[src/rtl/ram_sdp_be_if.sv]
// Bus bundle for the simple dual-port RAM: write port, read port and status strobes.
// The master drives requests, the slave (the RAM) drives read data and status.
interface ram_sdp_be_if #(
    parameter int ADDR_WIDTH = 3,
    parameter int DATA_WIDTH = 8
);
    localparam int NB = DATA_WIDTH / 8;

    logic                  we;
    logic [ADDR_WIDTH-1:0] waddr;
    logic [DATA_WIDTH-1:0] wdata;
    logic [NB-1:0]         wbe;
    logic                  re;
    logic [ADDR_WIDTH-1:0] raddr;
    logic [DATA_WIDTH-1:0] rdata;
    logic                  rvalid;
    logic                  busy;
    logic                  err;

    modport master (
        output we, waddr, wdata, wbe, re, raddr,
        input  rdata, rvalid, busy, err
    );

    modport slave (
        input  we, waddr, wdata, wbe, re, raddr,
        output rdata, rvalid, busy, err
    );
endinterface

[src/rtl/ram_sdp_be.sv]
// Simple dual-port RAM with byte-lane write enables, 1- or 2-cycle read latency,
// selectable read-during-write behaviour and a post-reset clear sequencer.
module ram_sdp_be #(
    parameter int                        ADDR_WIDTH = 3,
    parameter int                        DATA_WIDTH = 8,
    parameter int                        DEPTH      = 8,
    parameter int                        RD_LATENCY = 1,
    parameter int                        RDW_MODE   = 0,
    parameter logic [DATA_WIDTH-1:0]     CLEAR_VAL  = '0
) (
    input  logic         clk,
    input  logic         rst,
    ram_sdp_be_if.slave  bus
);
    localparam int                    NB      = DATA_WIDTH / 8;
    localparam logic [ADDR_WIDTH:0]   DEPTH_W = (ADDR_WIDTH + 1)'(DEPTH);
    localparam logic [ADDR_WIDTH-1:0] LAST    = ADDR_WIDTH'(DEPTH - 1);

    typedef enum logic {
        CLEAR,
        READY
    } state_t;

    state_t                  state;
    logic [ADDR_WIDTH-1:0]   clr_ptr;
    logic [DATA_WIDTH-1:0]   mem [DEPTH];

    logic                    wr_req;
    logic                    rd_req;
    logic                    wr_oor;
    logic                    rd_oor;
    logic [DATA_WIDTH-1:0]   rd_word;

    logic                    p_valid;
    logic                    p_err;
    logic [DATA_WIDTH-1:0]   p_data;

    logic                    out_valid;
    logic                    out_err;
    logic [DATA_WIDTH-1:0]   out_data;

    // Requests only count once the clear has finished; the compare is one bit wider
    // so DEPTH == 2**ADDR_WIDTH never flags an address as out of range.
    always_comb begin
        wr_oor  = {1'b0, bus.waddr} >= DEPTH_W;
        rd_oor  = {1'b0, bus.raddr} >= DEPTH_W;
        wr_req  = (state == READY) && bus.we;
        rd_req  = (state == READY) && bus.re;
        rd_word = '0;
        if (!rd_oor) begin
            rd_word = mem[bus.raddr];
            if (RDW_MODE == 1 && wr_req && bus.waddr == bus.raddr) begin
                for (int i = 0; i < NB; i++) begin
                    if (bus.wbe[i]) begin
                        rd_word[8*i +: 8] = bus.wdata[8*i +: 8];
                    end
                end
            end
        end
    end

    always_comb begin
        out_valid = rd_req;
        out_err   = rd_req && rd_oor;
        out_data  = rd_word;
        if (RD_LATENCY == 2) begin
            out_valid = p_valid;
            out_err   = p_err;
            out_data  = p_data;
        end
    end

    // Storage has no reset; the clear sequencer owns the write port until READY.
    always_ff @(posedge clk) begin
        if (state == CLEAR && !rst) begin
            mem[clr_ptr] <= CLEAR_VAL;
        end else if (wr_req && !wr_oor) begin
            for (int i = 0; i < NB; i++) begin
                if (bus.wbe[i]) begin
                    mem[bus.waddr][8*i +: 8] <= bus.wdata[8*i +: 8];
                end
            end
        end
    end

    always_ff @(posedge clk or posedge rst) begin
        if (rst) begin
            state      <= CLEAR;
            clr_ptr    <= '0;
            bus.busy   <= 1'b1;
            bus.rdata  <= '0;
            bus.rvalid <= 1'b0;
            bus.err    <= 1'b0;
            p_valid    <= 1'b0;
            p_err      <= 1'b0;
            p_data     <= '0;
        end else begin
            if (state == CLEAR) begin
                if (clr_ptr == LAST) begin
                    state    <= READY;
                    bus.busy <= 1'b0;
                end else begin
                    clr_ptr <= clr_ptr + 1'b1;
                end
            end
            p_valid <= rd_req;
            p_err   <= rd_req && rd_oor;
            if (rd_req) begin
                p_data <= rd_word;
            end
            // A write error is always one cycle late; a read error tracks its rvalid.
            bus.rvalid <= out_valid;
            bus.err    <= (wr_req && wr_oor) || out_err;
            if (out_valid) begin
                bus.rdata <= out_data;
            end
        end
    end
endmodule

[src/flat_wrapper.sv]
// flat-port wrapper written by rule: the top's interface ports become plain ports
module ram_sdp_be_flat 
#(
    parameter int                        ADDR_WIDTH = 3,
    parameter int                        DATA_WIDTH = 8,
    parameter int                        DEPTH      = 8,
    parameter int                        RD_LATENCY = 1,
    parameter int                        RDW_MODE   = 0,
    parameter logic [DATA_WIDTH-1:0]     CLEAR_VAL  = '0
)
  (clk, rst, bus_we, bus_waddr, bus_wdata, bus_wbe, bus_re, bus_raddr, bus_rdata, bus_rvalid, bus_busy, bus_err);
  ram_sdp_be_if #(.ADDR_WIDTH(ADDR_WIDTH), .DATA_WIDTH(DATA_WIDTH)) bus_i ();
  input  logic clk;
  input  logic rst;
  input wire logic [$bits(bus_i.we)-1:0] bus_we;
  input wire logic [$bits(bus_i.waddr)-1:0] bus_waddr;
  input wire logic [$bits(bus_i.wdata)-1:0] bus_wdata;
  input wire logic [$bits(bus_i.wbe)-1:0] bus_wbe;
  input wire logic [$bits(bus_i.re)-1:0] bus_re;
  input wire logic [$bits(bus_i.raddr)-1:0] bus_raddr;
  output wire logic [$bits(bus_i.rdata)-1:0] bus_rdata;
  output wire logic [$bits(bus_i.rvalid)-1:0] bus_rvalid;
  output wire logic [$bits(bus_i.busy)-1:0] bus_busy;
  output wire logic [$bits(bus_i.err)-1:0] bus_err;
  assign bus_i.we = bus_we;
  assign bus_i.waddr = bus_waddr;
  assign bus_i.wdata = bus_wdata;
  assign bus_i.wbe = bus_wbe;
  assign bus_i.re = bus_re;
  assign bus_i.raddr = bus_raddr;
  assign bus_rdata = bus_i.rdata;
  assign bus_rvalid = bus_i.rvalid;
  assign bus_busy = bus_i.busy;
  assign bus_err = bus_i.err;
  ram_sdp_be #(.ADDR_WIDTH(ADDR_WIDTH), .DATA_WIDTH(DATA_WIDTH), .DEPTH(DEPTH), .RD_LATENCY(RD_LATENCY), .RDW_MODE(RDW_MODE), .CLEAR_VAL(CLEAR_VAL)) u_core (.clk(clk), .rst(rst), .bus(bus_i));
endmodule
[config.mk]
export PLATFORM = sky130hd
export DESIGN_NAME = ram_sdp_be_flat
export DESIGN_NICKNAME = d
export VERILOG_FILES = /design/src/rtl/ram_sdp_be_if.sv /design/src/rtl/ram_sdp_be.sv /design/src/flat_wrapper.sv
export SDC_FILE = /design/constraint.sdc
export NUM_CORES = 1
export LEC_CHECK = 0
export ABC_AREA = 1
export CAP_MARGIN = 20
export CORE_ASPECT_RATIO = 1.5
export CORE_UTILIZATION = 30
export CTS_CLUSTER_SIZE = 20
export DETAILED_ROUTE_END_ITERATION = 8
export PLACE_DENSITY = 0.44
export SYNTH_ARGS = -nofsm -noshare
export SYNTH_HDL_FRONTEND = slang
export SYNTH_SLANG_ARGS = --single-unit
[constraint.sdc]
create_clock -name clk -period 2.8 [get_ports clk]
set_clock_uncertainty 0.05 [all_clocks]
set_input_delay 0.28 -clock clk [delete_from_list [all_inputs] [get_ports clk]]
set_output_delay 0.28 -clock clk [all_outputs]
set_load 0.05 [all_outputs]
==> results by group, run 1 <==
CTS
  – H-tree levels: 3
  – Clk Latency, worst-skew pair: roughly 0.34 ns
  – CTS tree: done
  – Num CTS Buffers: 9
  – CTS Root Cell: sky130_fd_sc_hd__clkbuf_16
  – Clock-pin slew on the worst setup and hold paths: approximately 0.06 ns
  – Post-CTS sizing: 0
  – Number of buffers on the longest clock path: 2
  – Clock net sink count: slightly below 80
  – Post-CTS Setup Bufs: 0
  – Hold Buf Count CTS: 0

Floorplan
  – DIE AREA: around 0.012 mm²
  – Std cell rows: 47
  – I/O pin count: 30
  – Initial standard-cell utilization of the core: 0.310
  – Area of the core: 0.0111 mm²
  – X dimension of the die: a little under 90 µm
  – Vert. Die Dim: between 100 and 150 µm

Cells and area
  – Area occupied by registers: 0.00227 mm²
  – Fill cell count: between 1,000 and 1,500
  – Layout cell share with drive strength beyond 1: 0.0944
  – Antenna Diode Count: 0
  – Area growth from synthesis to final layout: 23.1%
  – Area of the multi-input gates: around 820 µm²
  – Nets: roughly 410

Power and ir drop
  – Cell area power density: 631 mW/mm²
  – Leakage power total: between 1.5 and 2 nW
  – Max rail drop VDD: approximately 0.33 mV

Setup path
  – Nature of the critical path startpoint: flop
  – Biggest cell delay along the critical path: ~0.57 ns
  – Slowest cell on the critical path: sky130_fd_sc_hd__nor2_1
  – Worst path cell trace: nand3_4 > o21ai_0 > o211ai_2 > nor2_1
  – Req. time, crit path: around 2.7 ns
  – Data arrival time of the critical path: around 2 ns
  – Critical path buffer and inverter count: 0
  – Crit path max fanout: 16
  – Classification of the worst setup path: reg2reg
  – Top Family by Delay on Critical Path: simple AND/OR/NAND/NOR gates
  – CP endpoint kind: flop

Synth
  – Post-synthesis simple-gate area fraction: 0.212
  – Flip-flop and latch count after synthesis: just under 80
  – Xor-xnor portion of the synthesized cell area: 0.00255
  – Post-synthesis cell type count: 22
  – Cells after Synth: 344
  – Dominant cell by count in the synthesized netlist: sky130_fd_sc_hd__nand2_1
  – Mapped cell area: approximately 0.0034 mm²
  – Top-area cell type share of the netlist area: 0.560
  – Share of flip-flops with an asynchronous set or reset: 0.179
  – Number of nets in the synthesized netlist: 365
  – Main combinational cell family by area after synthesis: simple AND/OR/NAND/NOR gates
  – Synth Area in Adders: 0.00729
  – Predominant post-synthesis flop cell: sky130_fd_sc_hd__edfxtp_1
  – Number of warnings issued by yosys: 0
  – Number of enable-type register cells in the synthesized netlist: 64
  – Multiplexer fraction of the synthesized cell area: 0
  – Average cell area after synthesis: about 10 µm²
  – Post-synthesis sequential area ratio: 0.663
  – Fraction of the mapped netlist area in compound gates: 0.0157
  – Commonest cells in the synthesized netlist: sky130_fd_sc_hd__nand2_1, sky130_fd_sc_hd__inv_1, sky130_fd_sc_hd__edfxtp_1
  – Library cell occupying the most area in the post-synthesis netlist: sky130_fd_sc_hd__edfxtp_1
  – Top area cells in the synthesized netlist: sky130_fd_sc_hd__edfxtp_1, sky130_fd_sc_hd__nand2_1, sky130_fd_sc_hd__dfrtp_1, sky130_fd_sc_hd__inv_1, sky130_fd_sc_hd__nand3_1

Detailed routing
  – Via-per-instance ratio: around 4.4
  – Residual DRC: 0
  – Total routed wirelength: a little under 9000 µm
  – Number of vias in the routed layout: 2,346
  – Number of detailed-route iterations in the first pass: 4
  – Detailed router's first-iteration violation count: 139
  – Avg WL per Cell: roughly 16 µm
  – Detail Route Antenna Nets: 0

GRT
  – Largest net degree at the start of global routing: 33
  – Overall fraction of global-route tracks in use: 0.165
  – Vias in the first global route: 2,348
  – Grt ovf: 0
  – Global-route wire length before repair: ~13,000 µm
  – Number of antenna violations at the first check in global routing: 0

Timing
  – RSZ-0062 raised after global routing: no
  – Period utilisation layout: 0.737
  – Measured slew at the worst slew-check pin: approximately 0.68 ns
  – Maximum achievable frequency: roughly 480 MHz
  – Slew Limit Headroom: 0.548
  – Final setup TNS: 0 ns
  – Number of failing setup endpoints in the final timing report: 0
  – Final Max Slew Viols: 0
  – Final Hold Vio Count: 0
  – Smallest hold slack: roughly 0.30 ns
  – Final period demand of the worst path: 2.06 ns

Worst hold path
  – Min-Delay Path Class: in2async

Place
  – Final weighted congestion of routability-driven global placement: 0.816
  – Post-detailed-placement half-perimeter wirelength: roughly 6500 µm
  – Number of buffers inserted by port buffering: 28

Run status
  – Result of the run: finished clean

Run
  – Total of max-cap violations: 0
## registers in the layout, summed over array words and instances, names as in the netlist
signal             flops
u_core.mem            64
u_core.bus.rdata       8
u_core.clr_ptr         3
u_core.bus.busy        1
u_core.bus.rvalid      1
u_core.state           1
## per-stage QoR
step | util | worst slack [ns] | instance area (µm²) | power (mW) | instances
after floorplan | - | 1.08 | 3430 | 1.46 | 344
after global placement | 0.356 | 0.450 | 3940 | 1.57 | 523
after detailed placement | 0.356 | 0.405 | 3940 | 1.57 | 523
after CTS | 0.382 | 0.693 | 4220 | 2.69 | 539
after global routing | 0.382 | 0.562 | 4220 | 2.75 | 539
final | 0.382 | 0.736 | 4220 | 2.67 | 539
## worst paths after layout
kind | startpoint | end | slack (ns) | cells after the start
setup / recovery | u_core.state | u_core.mem[4][7] | 0.74 | 4
hold / removal | rst | u_core.state | 0.30 | 2
setup reg to reg | u_core.state | u_core.mem[4][7] | 0.74 | 4
hold reg to reg | u_core.bus.rdata[4] | u_core.bus.rdata[4] | 0.42 | 2
max in group asynchronous | rst | u_core.bus.rdata[0] | 2.00 | 2
min in group clk | u_core.bus.rdata[4] | u_core.bus.rdata[4] | 0.42 | 2
## final cells by class
cell class                 count  share of cell area
timing repair buffer          45              0.0966
sequential                    78               0.538
multi-input combinational    185               0.194
clock inverter                 6              0.0127
clock buffer                  10              0.0542
inverter                      68              0.0604
tap                          147              0.0436
## cells in the final DEF (no fill, tap or decap)
cell type,instances
sky130_fd_sc_hd__edfxtp_1,64
sky130_fd_sc_hd__nor2_1,17
sky130_fd_sc_hd__inv_1,67
sky130_fd_sc_hd__clkbuf_1,1
sky130_fd_sc_hd__dfstp_2,1
sky130_fd_sc_hd__clkinv_2,4
sky130_fd_sc_hd__bufinv_16,1
sky130_fd_sc_hd__o21ai_2,1
sky130_fd_sc_hd__o21ai_1,2
sky130_fd_sc_hd__nand2_2,2
sky130_fd_sc_hd__conb_1,1
sky130_fd_sc_hd__clkbuf_16,9
sky130_fd_sc_hd__dfrtp_1,13
sky130_fd_sc_hd__buf_4,17
sky130_fd_sc_hd__a21boi_0,1
sky130_fd_sc_hd__o211ai_2,1
sky130_fd_sc_hd__nand2_1,105
sky130_fd_sc_hd__clkdlybuf4s50_1,28
sky130_fd_sc_hd__o21ai_0,3
sky130_fd_sc_hd__xor2_1,1
sky130_fd_sc_hd__ha_1,2
sky130_fd_sc_hd__nand3_1,48
sky130_fd_sc_hd__nand3_4,1
sky130_fd_sc_hd__clkinv_1,2
## cell families after synthesis
kind of cell / count (synthesis)
fa+ha+maj: 2
simple gates: 173
xor+xnor: 1
other cells: 1
flops: 78
buf+inv: 81
compound gates: 8
## where the power goes
part           leakage (nW)  total, mW  switching, mW  internal (mW)
Combinational         0.890      0.253          0.167         0.0858
Sequential            0.832       1.29        0.00874           1.28
Clock                 0.143       1.13          0.447          0.680
## metal layers
metal / vias up / track usage / share of wire
met4: 0 / 0.0847 / 0.035
met2: 66 / 0.291 / 0.54
met1: 1090 / 0.177 / 0.38
li1: 1170 / - / -
met5: - / 0 / 0
met3: 20 / 0.0418 / 0.050
Note: power is estimated with default switching activity, not from simulation.
==> run 2, diff against run 1 <==
==> constraint.sdc (replaced) <==
create_clock -name clk -period 1.9 [get_ports clk]
set_clock_uncertainty 0.05 [all_clocks]
set_input_delay 0.19 -clock clk [delete_from_list [all_inputs] [get_ports clk]]
set_output_delay 0.19 -clock clk [all_outputs]
set_load 0.05 [all_outputs]
==> results by group, run 2 (synthesized netlist as in run 1, its figures left out) <==
Floorplan
  – Initial standard-cell utilization of the core: 0.310 (unchanged)
  – DIE AREA: 0.0119 mm² (unchanged)
  – Area of the core: 0.0111 mm² (unchanged)
  – I/O pin count: 30 (unchanged)
  – Vert. Die Dim: 133 µm (unchanged)
  – Std cell rows: 47 (unchanged)
  – X dimension of the die: 89.3 µm (unchanged)

CTS
  – CTS Root Cell: sky130_fd_sc_hd__clkbuf_16
  – Post-CTS sizing: 0 (unchanged)
  – Hold Buf Count CTS: 0 (unchanged)
  – Num CTS Buffers: 9 (unchanged)
  – Clk Latency, worst-skew pair: 0.33 ns (about the same)
  – Clock net sink count: 78 (unchanged)
  – CTS tree: done
  – H-tree levels: 3 (unchanged)
  – Post-CTS Setup Bufs: 0 (unchanged)
  – Number of buffers on the longest clock path: 2 (unchanged)
  – Clock-pin slew on the worst setup and hold paths: 0.05 ns (about the same)

Place
  – Number of buffers inserted by port buffering: 28 (unchanged)
  – Final weighted congestion of routability-driven global placement: 0.803 (-1.6%)
  – Post-Place Worst Slack: 0.00497 ns (-0.400 ns)
  – Post-detailed-placement half-perimeter wirelength: 6030 µm (-6.5%)

Detailed routing
  – Residual DRC: 0 (unchanged)
  – Number of detailed-route iterations in the first pass: 4 (unchanged)
  – Detailed router's first-iteration violation count: 133 (-4.3%)
  – Detail Route Antenna Nets: 0 (unchanged)
  – Avg WL per Cell: 15.1 µm (-7.2%)
  – Total routed wirelength: 8230 µm (-6.3%)
  – Number of vias in the routed layout: 2,330 (-0.68%)
  – Via-per-instance ratio: 4.28 (-1.6%)

Cells and area
  – Area growth from synthesis to final layout: 24.3%
  – Area of the multi-input gates: 820 µm² (unchanged)
  – Most common library cell in the layout ignoring fill and taps: sky130_fd_sc_hd__nand2_1
  – Number of flip-flops under the largest register name: 64 (unchanged)
  – Fill cell count: 1,151 (-1.5%)
  – Largest registers ranked by flip-flop count: u_core.mem: 64 flops, u_core.bus.rdata: 8 flops, u_core.clr_ptr: 3 flops
  – Leading cell types in the layout, fill and taps excluded: sky130_fd_sc_hd__nand2_1, sky130_fd_sc_hd__inv_1, sky130_fd_sc_hd__edfxtp_1
  – Antenna Diode Count: 0 (unchanged)
  – Nets: 413 (+1.2%)
  – Area occupied by registers: 0.00227 mm² (unchanged)
  – Layout cell share with drive strength beyond 1: 0.103 (+0.00889)
  – Register with the most flip-flops: u_core.mem

Setup path
  – Top Family by Delay on Critical Path: buffers and inverters
  – Data arrival time of the critical path: 1.50 ns (-0.49 ns)
  – Crit path max fanout: 2 (-14)
  – Biggest cell delay along the critical path: 0.82 ns (+0.25 ns)
  – Worst path cell trace: clkdlybuf4s50_1
  – Req. time, crit path: 1.66 ns (-1.06 ns)
  – Critical path buffer and inverter count: 1 (+1)
  – CP endpoint kind: output port
  – Slowest cell on the critical path: sky130_fd_sc_hd__clkdlybuf4s50_1
  – Classification of the worst setup path: reg2out
  – Nature of the critical path startpoint: flop

GRT
  – Number of antenna violations at the first check in global routing: 0 (unchanged)
  – Grt ovf: 0 (unchanged)
  – Largest net degree at the start of global routing: 33 (unchanged)
  – Vias in the first global route: 2,365 (+0.72%)
  – Overall fraction of global-route tracks in use: 0.158 (-0.00732)
  – Global-route wire length before repair: 12,800 µm (-4.0%)

Timing
  – RSZ-0062 raised after global routing: no
  – Final worst-path setup slack: 0.160 ns (-0.577 ns)
  – Final period demand of the worst path: between 1.5 and 2 ns
  – Final setup TNS: 0 ns (unchanged)
  – Maximum achievable frequency: about 570 MHz
  – Number of failing setup endpoints in the final timing report: 0 (unchanged)
  – Final Max Slew Viols: 0 (unchanged)
  – Final Hold Vio Count: 0 (unchanged)
  – Measured slew at the worst slew-check pin: 0.651 ns (-0.0248 ns)
  – Period utilisation layout: 0.916
  – Slew Limit Headroom: 0.566 (+0.0177)

Run status
  – Result of the run: finished clean

Power and ir drop
  – Leakage power total: 1.89 nW (+1.3%)
  – Cell area power density: 888 mW/mm² (+41%)
  – Max rail drop VDD: 0.440 mV (+32%)

Worst hold path
  – Min-Delay Path Class: in2async

Run
  – Total of max-cap violations: 0 (unchanged)
[run 2: cell types whose count changed in the layout (fill, tap and decap cells not counted), moves of 2 or more]
| cell | delta |
|---|---|
| sky130_fd_sc_hd__buf_12 | +2 |
| sky130_fd_sc_hd__buf_4 | +4 |
| sky130_fd_sc_hd__clkbuf_1 | +3 |
| sky130_fd_sc_hd__clkinv_2 | -2 |
[run 2: final timing paths]
path | start | to | slack [ns] | cells after the start
setup / recovery | u_core.bus.rdata[6] | bus_rdata[6] | 0.16 | 1
hold reg to reg | u_core.bus.rdata[3] | u_core.bus.rdata[3] | 0.42 | 2
setup reg to reg | u_core.state | u_core.mem[6][6] | 0.21 | 5
min in group clk | u_core.bus.rdata[3] | u_core.bus.rdata[3] | 0.42 | 2
max in group asynchronous | rst | u_core.bus.rdata[6] | 1.16 | 2
hold / removal | rst | u_core.clr_ptr[0] | 0.22 | 2
[run 2: area by class of cell]
type | count | share of cell area
clock buffers | 14 | 0.0596
repair buffers | 50 | 0.110
inverters | 68 | 0.0599
multi-input cells | 185 | 0.192
clock inverters | 2 | 0.00235
flip-flops and latches | 78 | 0.533
well taps | 147 | 0.0431
[run 2: where the power goes]
group | switching (mW) | internal [mW] | total, mW | leakage [nW]
clock | 0.593 | 0.915 | 1.51 | 0.131
sequential | 0.0131 | 1.88 | 1.90 | 0.832
combinational | 0.245 | 0.135 | 0.381 | 0.927
[run 2: per-layer routing]
| layer | up-vias | track usage | wire length, µm |
|---|---|---|---|
| met4 | 0 | 0.0864 | 336 |
| li1 | 1177 | - | - |
| met2 | 59 | 0.274 | 4380 |
| met5 | - | 0 | 0 |
| met3 | 17 | 0.0381 | 357 |
| met1 | 1077 | 0.171 | 3150 |
[run 2: stage by stage]
stage                     hold slack, ns  std cells  area (µm²)  utilization  power, mW
after floorplan                   0.0285        344        3430            -       2.15
after global placement             0.415        528        4000        0.362       2.32
after detailed placement           0.417        528        4000        0.362       2.32
after CTS                          0.223        544        4260        0.386       3.84
after global routing               0.249        544        4260        0.386       3.95
final                              0.220        544        4260        0.386       3.79
